[config.mk]
export PLATFORM = sky130hd
export DESIGN_NAME = arb_mux
export DESIGN_NICKNAME = d
export VERILOG_FILES = /design/src/rtl/arb_mux.sv
export SDC_FILE = /design/constraint.sdc
export NUM_CORES = 1
export LEC_CHECK = 0
export ABC_CLOCK_PERIOD_IN_PS = 6790
export CAP_MARGIN = 40
export CORE_AREA = 2 2 134 136
export DETAILED_ROUTE_END_ITERATION = 8
export DIE_AREA = 0 0 136 138
export PLACE_DENSITY = 0.85
export SLEW_MARGIN = 20
export SYNTH_ARGS = -nofsm -noshare
export SYNTH_HDL_FRONTEND = slang
export SYNTH_SLANG_ARGS = --single-unit
export TNS_END_PERCENT = 10
[constraint.sdc]
create_clock -name clk -period 6.79 [get_ports clk]
set_input_delay 2.037 -clock clk [delete_from_list [all_inputs] [get_ports clk]]
set_output_delay 2.037 -clock clk [all_outputs]
set_load 0.02 [all_outputs]
[src/rtl/arb_mux.sv]
// arb_mux: registered round-robin N:1 valid/ready arbitrating mux; define ARB_MUX_XFER_COUNT_EN to build the saturating xfer_count
module arb_mux #(
  parameter int WIDTH = 64,
  parameter int CHANNELS = 4,
  localparam int SELW = $clog2(CHANNELS)
) (
  input  logic                               clk,
  input  logic                               reset,
  input  logic [CHANNELS-1:0]                in_valid,
  input  logic [CHANNELS-1:0][WIDTH-1:0]     in_data,
  output logic [CHANNELS-1:0]                in_ready,
  output logic                               out_valid,
  output logic [WIDTH-1:0]                   out_data,
  output logic [SELW-1:0]                    out_chan,
  input  logic                               out_ready,
  output logic [15:0]                        xfer_count
);
  logic [SELW-1:0] last_grant;
  logic [SELW-1:0] gsel;
  logic [SELW-1:0] idx;
  logic [CHANNELS-1:0] grant;
  logic found;
  logic load_en;
  logic xfer;
  assign load_en = !out_valid || out_ready;
  assign in_ready = reset ? '0 : (load_en ? grant : '0);
  assign xfer = |(in_valid & in_ready);
  always_comb begin
    grant = '0;
    gsel = '0;
    idx = '0;
    found = 1'b0;
    for (int k = 1; k <= CHANNELS; k++) begin
      idx = last_grant + SELW'(k);
      if (!found && in_valid[idx]) begin
        found = 1'b1;
        gsel = idx;
        grant[idx] = 1'b1;
      end
    end
  end
  always_ff @(posedge clk) begin
    if (reset) begin
      out_valid <= 1'b0;
      out_data <= '0;
      out_chan <= '0;
      last_grant <= SELW'(CHANNELS - 1);
    end else if (xfer) begin
      out_valid <= 1'b1;
      out_data <= in_data[gsel];
      out_chan <= gsel;
      last_grant <= gsel;
    end else if (out_ready) begin
      out_valid <= 1'b0;
    end
  end
`ifdef ARB_MUX_XFER_COUNT_EN
  always_ff @(posedge clk) begin
    if (reset) xfer_count <= '0;
    else if (xfer && xfer_count != 16'hFFFF) xfer_count <= xfer_count + 16'd1;
  end
`else
  assign xfer_count = 16'h0000;
`endif
endmodule

# Word level (Yosys, flattened, before mapping)
# Cells that the tools add are included.
# totals
mem_bits_ro,0
latchBits,0
mem_bits_rw,0
regBits,69
elab_cells,67
memories,0
# op_classes
n_lt_le_gt_ge,9
div_mod_pow,0
n_bitwise,4
n_addsub,3
reduce_logical,14
mul,0
eq_ne,0
shifts,0
muxes,33
# ops
cell,count
$bmux 64 s2,1
$mux 64,1
$mux 4,6
$lt 2x3->1 const B,5
$mux 1,13
$or 4x4->4,3
$bmux 1 s2,4
$demux 1 s2,4
$ge 2x1->1 const B,4
$mux 2,4
$logic_and 1x1->1,7
$add 2x2->2 const B,2
$and 4x4->4,1
$logic_not 1->1,4
$reduce_or 4->1,1
$add 2x1->2 const B,1
$reduce_bool 2->1,1
$logic_or 1x1->1,1

# Logic depth before layout (Yosys ltp)
# depth
depth_word,18
depth_mapped,15
ltp_nobuf,8

# Worst setup path before layout
# Ideal clock, no wire load.
# synth_path
kind,in2out
startpoint,input port in_valid[0]
endpoint,output port in_ready[1]
setup_slack_ns,0.889
n_path_buf,3
stages,8
arrival_time_ns,3.864
path_cell_list,buf_2 -> or3b_2 -> a2111o_1 -> clkbuf_1 -> clkbuf_1 -> nand2b_1 -> a221oi_1 -> nor2_1
# synth_via
elab_chain_len,14
elab_cells_between_ends,26
classes_between,mux: 17; bitwise: 3; reduce/logical: 6
# synth_rtl
item,line,text
start: declaration,9,"input logic [CHANNELS-1:0] in_valid,"
$bmux 1 s2,35,if (!found && in_valid[idx]) begin
$mux 1 (implied by the code),35,
$mux 1,35,
$logic_not 1->1,35,
$logic_and 1x1->1,35,
$mux 1,35,
$logic_not 1->1,35,
$logic_and 1x1->1,35,
$mux 1,35,
$logic_not 1->1,35,
$logic_and 1x1->1,35,
$mux 4 (*),35,
$mux 4 (*) (2 in a row),26,assign in_ready = reset ? '0 : (load_en ? grant : '0);
end: declaration,11,"output logic [CHANNELS-1:0] in_ready,"
# Mark *: on every way between the ends. The rest lies on a longest branch, timed or not. The select of a mux whose other input is x is not followed.

# Worst setup path after layout
# Same ends and word-level chain as after synthesis.

==> results.txt <==
----------------------------------------------------
[Outcome]
  Outcome ... finished clean

[Critical path]
  Crit-path cells ... clkdlybuf4s50_1, or3b_2, a2111o_2, nand2b_1, a221oi_1, nor2_1, clkdlybuf4s50_1
  Most common cell type on the critical path ... sky130_fd_sc_hd__clkdlybuf4s50_1
  Slowest cell delay on critical path ... approximately 600 ps
  Cell at the slowest stage of the critical path ... sky130_fd_sc_hd__clkdlybuf4s50_1
  Signal arrival time at the worst endpoint ... 4610 ps
  Kind of launch point of the worst setup path ... input port
  Worst path buffer plus inverter count ... 2
  Crit path required time ... ~4800 ps
  Category of the most critical setup path ... in -> out
  Crit-path max FO ... 8
  Type of destination of the critical path ... primary output
  Cell family contributing the most delay on the critical path ... buffers and inverters

[Pwr]
  Sequential Power Share ... around 14%
  Largest vdd supply drop ... ~0.45 mV
  Fraction of power spent switching nets ... between 50% and 60%
  Fraction of power consumed by combinational cells ... 76.4%
  Power density cells ... 392.8 nW/um2
  Part of the power in the clock network ... roughly a tenth
  Reported leakage power ... between 4 and 5 nW
  Total net switching power ... roughly 2.3 mW
  Internal portion of total power ... 2.258 mW

[Logic synthesis]
  Number of standard cells after synthesis ... 1170
  Yosys cell types ... 46
  Sequential fraction of the synthesis area ... between 15 and 20%
  Seq cells post-synth ... between 60 and 70
  Count of synthesis-stage warnings from yosys ... 0
  Most instantiated flip-flop cell in the synthesis netlist ... sky130_fd_sc_hd__dfxtp_1
  Cell Area, Synth ... roughly 8000 um2
  Mean cell area of the mapped netlist ... just under 7 um2
  Number of flops mapped to enable cells by yosys ... 0
  Share of async-settable or async-resettable flops after synthesis ... 0%

[STA]
  Final Max Tran Viols ... 0
  Final hold violations ... 0
  Unrepaired setup endpoints after global routing ... false
  Setup TNS ... 0 ps
  Final worst path period share ... 97.83%
  Highest achievable clock rate ... 0.1505 GHz
  Final critical-path required period ... between 6000 and 7000 ps
  Worst setup skew after layout ... 5.518 ps
  Setup violation total in the final timing report ... 0
  Measured slew at the worst slew-check pin ... about 1000 ps
  Relative slew slack ... between 30% and 40%
  Setup slack of the critical path after layout ... 147.3 ps
  Hold_ws ... about 480 ps

[Detailed routing]
  Count of nets left with antenna violations after detail routing ... 0
  Iteration count of the initial detailed-routing pass ... 5
  Routed Wire Length ... around 30 mm
  Number of DRC markers in iteration 0 ... around 930
  DR DRC count ... 0
  Vias ... slightly below 10000
  Vias per cell ... approximately 6.1
  Per-cell routed wire length ... between 15 and 20 um

[Floorplan]
  Vert. Die Dim ... about 140 um
  Boundary pin count ... 350
  Core Region ... 17530 um2
  Floorplan die area ... ~19000 um2
  Number of core rows ... 49
  Horiz. Die Dim ... about 140 um
  Initial core utilization ... 45.76%

[Clock network]
  Max Root-Sink Buffers ... 2
  Setup bufs post-CTS ... 0
  Hold buffer count at cts ... 0
  Clk_lat worst skew ... roughly 340 ps
  CTS root buffer ... sky130_fd_sc_hd__clkbuf_16
  Quantity of gates resized following cts ... 0
  Clk sinks ... 69
  H-Tree Level Count ... 3
  Clock buffer count from CTS ... 9
  Clock tree from TritonCTS ... yes
  CTS clk-pin slew, worst paths ... about 60 ps

[Global routing]
  Global-route wire length before repair ... 45.92 mm
  Total Routing Usage GR ... 29.74%
  Number of antenna violations at the first check in global routing ... 4
  Number of global-route vias before repair ... a little under 9000
  Largest net degree at the start of global routing ... roughly 260
  Global-route congestion overflow total ... 0

[Layout]
  Growth of design area from synthesis to finish ... 44.10%
  Fraction of layout instances using a drive strength above 1 ... ~3.7%
  Fin nets ... about 1700

[Placed design]
  Port Buf Inserts ... around 330
  Final weighted congestion in routability-driven placement ... 0.9344
  Post-place setup slack ... 183.6 ps
  Half-perimeter wire length after detailed placement ... around 20 mm

[Worst hold path]
  Worst min-delay path class ... reg -> reg

[Job]
  Number of violations of the max-capacitance limit ... 0

----------------------------------------------------
-- power by group through the flow --
stage	clock network (mW)	registers (mW)	logic [mW]
3_3_place_gp	0	0.650	3.32
5_1_grt	0.453	0.652	3.74
3_5_place_dp	0	0.658	3.37
4_1_cts	0.442	0.653	3.39
2_1_floorplan	0	0.783	2.28
6_report	0.434	0.639	3.47
-- kinds of logic (layout without fill, tap and decap cells) --
logic type                 Yosys count  count (layout)  share of synthesized area, %
AOI/OAI and AO/OA                  348             348                         31.51
muxes                               76              76                         9.980
adders and majority gates            8               8                         1.248
DFF                                 69              69                         17.21
other                                1              19                       0.04674
and+or+nand+nor                    367             367                         24.36
buffers and inverters              301             507                         15.64
-- cell type report --
class	count	area, um2
fillers	1542	5972
diodes	3	7.507
multi-input cells	815	5493
inverters	134	503.0
well taps	229	286.5
flip-flops and latches	69	1381
clock buffers	11	232.7
clock inverters	5	27.53
repair buffers	357	3631
-- placed cells by master (no fill, tap or decap), types with 6 or more instances in the layout --
master	synthesis	final
sky130_fd_sc_hd__a211oi_1	128	128
sky130_fd_sc_hd__a21oi_1	7	7
sky130_fd_sc_hd__buf_12	0	6
sky130_fd_sc_hd__buf_4	16	15
sky130_fd_sc_hd__clkbuf_16	0	9
sky130_fd_sc_hd__clkdlybuf4s50_1	0	332
sky130_fd_sc_hd__conb_1	1	16
sky130_fd_sc_hd__dfxtp_1	69	69
sky130_fd_sc_hd__ha_1	8	8
sky130_fd_sc_hd__inv_1	134	134
sky130_fd_sc_hd__mux2i_1	71	70
sky130_fd_sc_hd__nand2_1	10	10
sky130_fd_sc_hd__nand2b_1	72	72
sky130_fd_sc_hd__nand3_1	256	256
sky130_fd_sc_hd__nor2_1	10	10
sky130_fd_sc_hd__o211ai_1	65	65
sky130_fd_sc_hd__o21ai_0	65	65
sky130_fd_sc_hd__o32ai_1	64	64
-- flip-flops by register name (all words and copies together) (netlist names) --
| name | count |
|---|---|
| last_grant | 2 |
| out_chan | 2 |
| out_data | 64 |
| out_valid | 1 |
-- synth_stat cells (all sizes together) (2+ instances only) --
master / number / area (um2)
a2111oi: 2 / 23.77
a211oi: 128 / 960.9
a21o: 3 / 22.52
a21oi: 7 / 35.03
a22oi: 4 / 30.03
buf: 60 / 350.3
clkbuf: 107 / 401.6
dfxtp: 69 / 1381
ha: 8 / 100.1
inv: 134 / 503.0
mux2: 2 / 22.52
mux2i: 71 / 710.7
mux4: 3 / 67.56
nand2: 10 / 37.54
nand2b: 72 / 450.4
nand3: 256 / 1281
nand3b: 3 / 22.52
nand4: 2 / 12.51
nor2: 10 / 37.54
nor2b: 3 / 18.77
o211ai: 65 / 488.0
o21ai: 67 / 335.3
o32ai: 64 / 560.5
or3: 2 / 12.51
or3b: 4 / 35.04
-- layer usage --
metal | part of all wire [%] | vias up | wire, um | global-route usage (%)
met3 | 8.5 | 72 | 2495 | 6.051
met2 | 46 | 501 | 13660 | 46.87
li1 | - | 4703 | - | -
met1 | 41 | 4577 | 12150 | 39.55
met4 | 4.1 | 2 | 1198 | 12.06
met5 | 0.044 | - | 13 | 0
-- path summary, 6_finish.rpt --
kind                  from           end  slack [ps]  cells past startpoint
min           out_data[20]  out_data[20]         480                      2
min reg2reg   out_data[20]  out_data[20]         480                      2
max            in_valid[0]   in_ready[1]         150                      7
max reg2reg  last_grant[1]  out_data[32]        2580                      9
-- stage by stage --
stage	utilization [%]	total power, mW	cell area, um2	cells
floorplan	-	3.063	8080	1185
global placement	63.90	3.974	11200	1600
detailed placement	64.21	4.031	11260	1602
CTS	65.70	4.485	11520	1618
global route	65.94	4.847	11560	1623
finish	65.94	4.542	11560	1623
-- tightest hold or removal path, delay by kind of cell, from the launching register on --
family | cells | cell delay (ps)
flip-flops | 1 | 310
multiplexers | 1 | 60
AND/OR/NAND/NOR | 1 | 60
(Power assumes the default switching activity.)
